==> src/rtl/nibble_serial_adder.sv <==
// nibble_serial_adder
// Adds or subtracts two W-bit operands (W = 4*NIBBLES) through a single
// 4-bit ripple-carry slice, one nibble per clock, least-significant first.
// The inter-nibble carry is kept in a register and fed back as the slice
// carry-in on the following cycle.
//
// Ports:
//   clk_i    rising-edge clock
//   rst_i    synchronous active-high reset
//   start_i  request a new operation (sampled when not running)
//   sub_i    0 = add, 1 = subtract (A - B), sampled with start_i
//   cin_i    carry/borrow-in, sampled with start_i
//   a_i      operand A, sampled with start_i
//   b_i      operand B, sampled with start_i
//   busy_o   high while nibbles are being processed
//   done_o   one-cycle pulse after s_o/cout_o/ovf_o are updated
//   s_o      result register
//   cout_o   carry out of the MSB (for subtract, 1 = no borrow)
//   ovf_o    two's-complement signed overflow of the W-bit result
module nibble_serial_adder #(
  parameter  int NIBBLES = 4,
  localparam int W       = 4 * NIBBLES
) (
  input  logic         clk_i,
  input  logic         rst_i,
  input  logic         start_i,
  input  logic         sub_i,
  input  logic         cin_i,
  input  logic [W-1:0] a_i,
  input  logic [W-1:0] b_i,
  output logic         busy_o,
  output logic         done_o,
  output logic [W-1:0] s_o,
  output logic         cout_o,
  output logic         ovf_o
);

  localparam int IW = (NIBBLES > 1) ? $clog2(NIBBLES) : 1;
  localparam logic [IW-1:0] LAST_IDX = IW'(NIBBLES - 1);

  typedef enum logic [1:0] {
    IDLE = 2'd0,
    RUN  = 2'd1,
    FIN  = 2'd2
  } state_t;

  state_t                     state_q, state_d;
  logic [IW-1:0]              idx_q, idx_d;
  logic                       carry_q, carry_d;
  logic [NIBBLES-1:0][3:0]    opa_q, opa_d;
  logic [NIBBLES-1:0][3:0]    opb_q, opb_d;
  logic [NIBBLES-1:0][3:0]    work_q, work_d;
  logic [W-1:0]               s_q, s_d;
  logic                       cout_q, cout_d;
  logic                       ovf_q, ovf_d;

  // The shared 4-bit slice: {C1,S4} = A4 + B4 + C0.
  logic [3:0] slice_a;
  logic [3:0] slice_b;
  logic [4:0] slice_sum;

  assign slice_a   = opa_q[idx_q];
  assign slice_b   = opb_q[idx_q];
  assign slice_sum = {1'b0, slice_a} + {1'b0, slice_b} + {4'b0000, carry_q};

  logic accept;
  logic last_nibble;
  logic msb_carry_in;

  // A new operation may be taken from IDLE or, back-to-back, from FIN.
  assign accept      = start_i && (state_q != RUN);
  assign last_nibble = (idx_q == LAST_IDX);
  // Carry into bit 3 of the slice, recovered from its inputs and sum bit.
  // On the top nibble this is the carry into the operand MSB.
  assign msb_carry_in = slice_a[3] ^ slice_b[3] ^ slice_sum[3];

  always_comb begin
    state_d = state_q;
    idx_d   = idx_q;
    carry_d = carry_q;
    opa_d   = opa_q;
    opb_d   = opb_q;
    work_d  = work_q;
    s_d     = s_q;
    cout_d  = cout_q;
    ovf_d   = ovf_q;

    case (state_q)
      IDLE: state_d = IDLE;
      RUN: begin
        work_d[idx_q] = slice_sum[3:0];
        carry_d       = slice_sum[4];
        if (last_nibble) begin
          // Result registers are loaded on the same edge as the last
          // nibble so they are already valid while DONE is high.
          state_d = FIN;
          idx_d   = '0;
          s_d     = work_d;
          cout_d  = slice_sum[4];
          ovf_d   = msb_carry_in ^ slice_sum[4];
        end else begin
          idx_d = idx_q + 1'b1;
        end
      end
      FIN:     state_d = IDLE;
      default: state_d = IDLE;
    endcase

    if (accept) begin
      state_d = RUN;
      idx_d   = '0;
      opa_d   = a_i;
      // Subtraction as A + ~B + 1; CIN=1 then removes the +1 (borrow-in).
      opb_d   = sub_i ? ~b_i : b_i;
      carry_d = cin_i ^ sub_i;
    end
  end

  always_ff @(posedge clk_i) begin
    if (rst_i) begin
      state_q <= IDLE;
      idx_q   <= '0;
      carry_q <= 1'b0;
      opa_q   <= '0;
      opb_q   <= '0;
      work_q  <= '0;
      s_q     <= '0;
      cout_q  <= 1'b0;
      ovf_q   <= 1'b0;
    end else begin
      state_q <= state_d;
      idx_q   <= idx_d;
      carry_q <= carry_d;
      opa_q   <= opa_d;
      opb_q   <= opb_d;
      work_q  <= work_d;
      s_q     <= s_d;
      cout_q  <= cout_d;
      ovf_q   <= ovf_d;
    end
  end

  assign busy_o = (state_q == RUN);
  assign done_o = (state_q == FIN);
  assign s_o    = s_q;
  assign cout_o = cout_q;
  assign ovf_o  = ovf_q;

endmodule

==> config.mk <==
export PLATFORM = sky130hd
export DESIGN_NAME = nibble_serial_adder
export DESIGN_NICKNAME = d
export VERILOG_FILES = /design/src/rtl/nibble_serial_adder.sv
export SDC_FILE = /design/constraint.sdc
export NUM_CORES = 1
export LEC_CHECK = 0
export BUFFER_PORTS_ARGS = -buffer_cell sky130_fd_sc_hd__buf_2
export CAP_MARGIN = 20
export CORE_AREA = 2 2 71 101
export DETAILED_ROUTE_END_ITERATION = 8
export DIE_AREA = 0 0 73 103
export PLACE_DENSITY = 0.76
export RECOVER_POWER = 50
export SYNTH_ARGS = -nofsm -noshare
export SYNTH_HDL_FRONTEND = slang
export SYNTH_SLANG_ARGS = --single-unit
==> constraint.sdc <==
create_clock -name clk_i -period 5.6 [get_ports clk_i]
set_clock_uncertainty 0.05 [all_clocks]
set_input_delay 0.56 -clock clk_i [delete_from_list [all_inputs] [get_ports clk_i]]
set_output_delay 0.56 -clock clk_i [all_outputs]
set_load 0.02 [all_outputs]
==> metrics.md <==
| Metric | Value |
|---|---|
| # diodes | `0` |
| Remaining Overflow, GRT | `0` |
| Antenna-violating nets left | `0` |
| Fill count | `649` |
| Largest net degree at the start of global routing | `76` |
| Setup TNS | `0 ps` |
| Detailed Place HPWL | `4380 µm` |
| Routed WL per cell | `13.7 µm` |
| Clk buf depth | `2` |
| Worst path most repeated cell | `fa_1` |
| # clock sinks | `67` |
| CORE AREA | `6710 µm²` |
| CP Launch Type | `flop` |
| Post-Synthesis Cells | `335` |
| CP Capture Type | `flop` |
| I/O Buffers | `56` |
| Vias in the first global route | `2,297` |
| Setup CP Type | `reg -> reg` |
| CTS root buffer | `clkbuf_8` |
| Critical Path Max Stage Delay | `750 ps` |
| Worst path bufs/invs | `0` |
| First-pass GRT wire length | `10,600 µm` |
| Worst-Margin Slew | `1430 ps` |
| PD cells | `309 nW/µm²` |
| CP max stage cell | `dfxtp_1` |
| Initial antenna violation count | `0` |
| WHS Path Cells | `3` |
| Maximum clock rate | `301 MHz` |
| Multi-input combinational cell area | `1620 µm²` |
| Starting Density | `0.473` |
| CTS tree | `built` |
| Syn_nets | `381` |
| Post-Route WL | `6220 µm` |
| Fraction of layout cells with a size suffix above 1 | `0.206` |
| Area growth syn-to-layout | `12.2%` |
| CP cell instances | `mux4_2 -> fa_1 -> fa_1 -> xnor2_1 -> nand2_1 -> o211ai_1 -> a21oi_1` |
| Reg clk slew, reported paths | `70 ps` |
| GR Util All Layers | `0.184` |
| PnR worst setup slack | `2280 ps` |
| I/O pin cnt | `57` |
| First-pass detailed-route iteration total | `5` |
| Worst Path Arrival | `3460 ps` |
| Routed via count | `2,410` |
| Die Ht | `103 µm` |
| CP required | `5740 ps` |
| Relative slew slack | `0.0444` |
| Die Width | `73 µm` |
| Post-DR vias/cell | `5.30` |
| Die area | `7520 µm²` |
| Pre-CTS WS | `2260 ps` |
| Syn_area_per_cell | `9.47 µm²` |
| Worst min path class | `in -> reg` |
| Final Max Tran Viols | `0` |
| Yosys reg bits | `67` |
| Crit share post-route | `0.592` |
| Post-synthesis sequential area ratio | `0.423` |
| Routability cong. | `0.803` |
| H-Tree Depth | `3` |
| FF+latch area | `1340 µm²` |
| Final hold vios | `0` |
| Nets | `420` |
| Setup-failing EPs final | `0` |
| CP Max Fanout | `13` |
| Post-CTS Setup Inserts | `0` |
| Worst vdd ir | `0.159 mV` |
| Post-Syn Area | `3170 µm²` |
| Synth warnings | `0` |
| RSZ-0062 raised after global routing | `false` |
| DRT iter0 DRCs | `146` |
| Status | `finished, final reports clean` |
| Cts repair resizes | `0` |
| Critical Path Stages | `7` |
| Top delay family on crit path | `adder cells` |
| Post-layout min period | `3320 ps` |
| Post-route DRC violation count | `0` |
| Number of CTS-inserted buffers | `9` |
| CTS Hold Bufs | `0` |
| Clk_lat worst skew | `350 ps` |
| FP Rows | `36` |
| Yosys cell types | `39` |
| R2r worst-path depth | `7` |
| Static leakage | `0.00129 µW` |
| Number of max-cap violations | `0` |
==> per-stage QoR <==
| stage | area (µm²) | hold slack (ps) | instances | total power (µW) | util |
|---|---|---|---|---|---|
| final | 3560 | 395 | 455 | 1100 | 0.530 |
| after global routing | 3560 | 395 | 455 | 1150 | 0.530 |
| after CTS | 3590 | 379 | 455 | 1110 | 0.536 |
| after detailed placement | 3370 | 397 | 439 | 665 | 0.502 |
| after global placement | 3370 | 391 | 439 | 661 | 0.502 |
| after floorplan | 3170 | 383 | 335 | 632 | - |
==> path summary, 6_finish.rpt <==
check / start / endpoint / slack [ps]
setup reg to reg: idx_q[0]$_SDFFE_PP0P_ / s_o[2]$_SDFFE_PP0P_ / 2280
hold / removal: a_i[4] / opa_q[4]$_SDFFE_PP0P_ / 400
setup / recovery: idx_q[0]$_SDFFE_PP0P_ / s_o[2]$_SDFFE_PP0P_ / 2280
hold reg to reg: s_o[12]$_SDFFE_PP0P_ / s_o[12]$_SDFFE_PP0P_ / 400
==> report_power, final <==
part	total, µW	internal (µW)	switching, µW
combinational	141	59.9	81.1
clock	448	262	186
sequential	511	498	13.3
total	1100	820	280
==> sequential cells by signal, summed over array words and instances, names as in the netlist <==
signal and cells:
idx_q 2, s_o 16, opb_q 16, work_q 12, state_q 2, carry_q 1, opa_q 16, cout_o 1
ovf_o 1
==> cells in the final DEF, fill, tap and decap left out, types with 2 or more instances in the layout <==
master and instances:
a211oi_1 16, dfxtp_1 67, ha_1 7, a21oi_1 37, clkinvlp_4 2, nand2b_1 6, bufinv_16 2, clkbuf_8 10
o31ai_1 4, o21ai_1 2, a211oi_2 8, a311oi_1 3, nor3_1 4, mux4_2 8, nor3b_1 2, a21o_1 2
clkbuf_1 20, nand2_1 55, nand3b_1 6, xnor2_1 19, buf_2 37, a21oi_2 2, nand3_1 6, o211ai_1 4
fa_1 2, nor2_1 28, inv_1 2, mux2i_1 6
==> synth_stat cells <==
library cell	number	area share
inv_4	1	0.0020
a311oi_1	3	0.0083
a21oi_4	1	0.0051
o211ai_1	4	0.0095
nand2_1	55	0.065
xnor2_1	19	0.052
xor2_2	1	0.0051
and2_1	1	0.0020
o21a_1	1	0.0024
nand2b_4	1	0.0043
nor3_1	4	0.0063
a21o_1	2	0.0047
clkbuf_4	1	0.0024
and2_4	1	0.0028
nor2b_1	1	0.0020
a311oi_2	1	0.0047
fa_1	2	0.013
a211oi_1	16	0.038
o31ai_1	4	0.0095
inv_1	2	0.0024
ha_1	7	0.028
nand3b_1	6	0.014
buf_1	3	0.0036
a211oi_2	8	0.032
mux2i_1	6	0.019
nand2b_1	5	0.0099
nor3b_1	2	0.0047
nand3_1	6	0.0095
buf_6	8	0.028
o21ai_1	2	0.0032
buf_2	8	0.013
dfxtp_1	67	0.42
buf_4	2	0.0047
mux2_2	1	0.0036
mux4_2	8	0.057
clkbuf_1	8	0.0095
a21oi_2	2	0.0055
nor2_1	28	0.033
a21oi_1	37	0.058
==> kinds of logic (layout without fill, tap and decap cells) <==
logic type	Yosys count	count (layout)	share of synthesized area
AND/OR/NAND/NOR	110	110	0.154
flip-flops	67	67	0.423
AO/OA/AOI/OAI	81	81	0.181
buffers and inverters	33	77	0.0655
adder cells (fa/ha/maj)	9	9	0.0402
XOR/XNOR	20	20	0.0576
multiplexers	15	15	0.0793
==> final cells by class <==
class                      instances  share of cell area
clock buffer                      10              0.0387
tap                               76              0.0267
clock inverter                     6              0.0250
multi-input combinational        235               0.454
sequential                        67               0.377
timing repair buffer              58              0.0752
inverter                           3             0.00387
==> routing by layer <==
metal | global-route usage | share of wire | vias to the layer above
met5 | 0 | 0 | -
met4 | 0.107 | 0.028 | 0
met3 | 0.0362 | 0.032 | 14
met2 | 0.313 | 0.52 | 51
met1 | 0.211 | 0.42 | 1105
li1 | - | - | 1240
==> worst register-to-register path: cells and delay by family, from the launching register on <==
kind / cells / cell delay, ps
mux: 1 / 600
flops: 1 / 750
compound gates: 2 / 210
xor+xnor: 1 / 580
simple gates: 1 / 110
fa+ha+maj: 2 / 860
(Power assumes the default switching activity.)
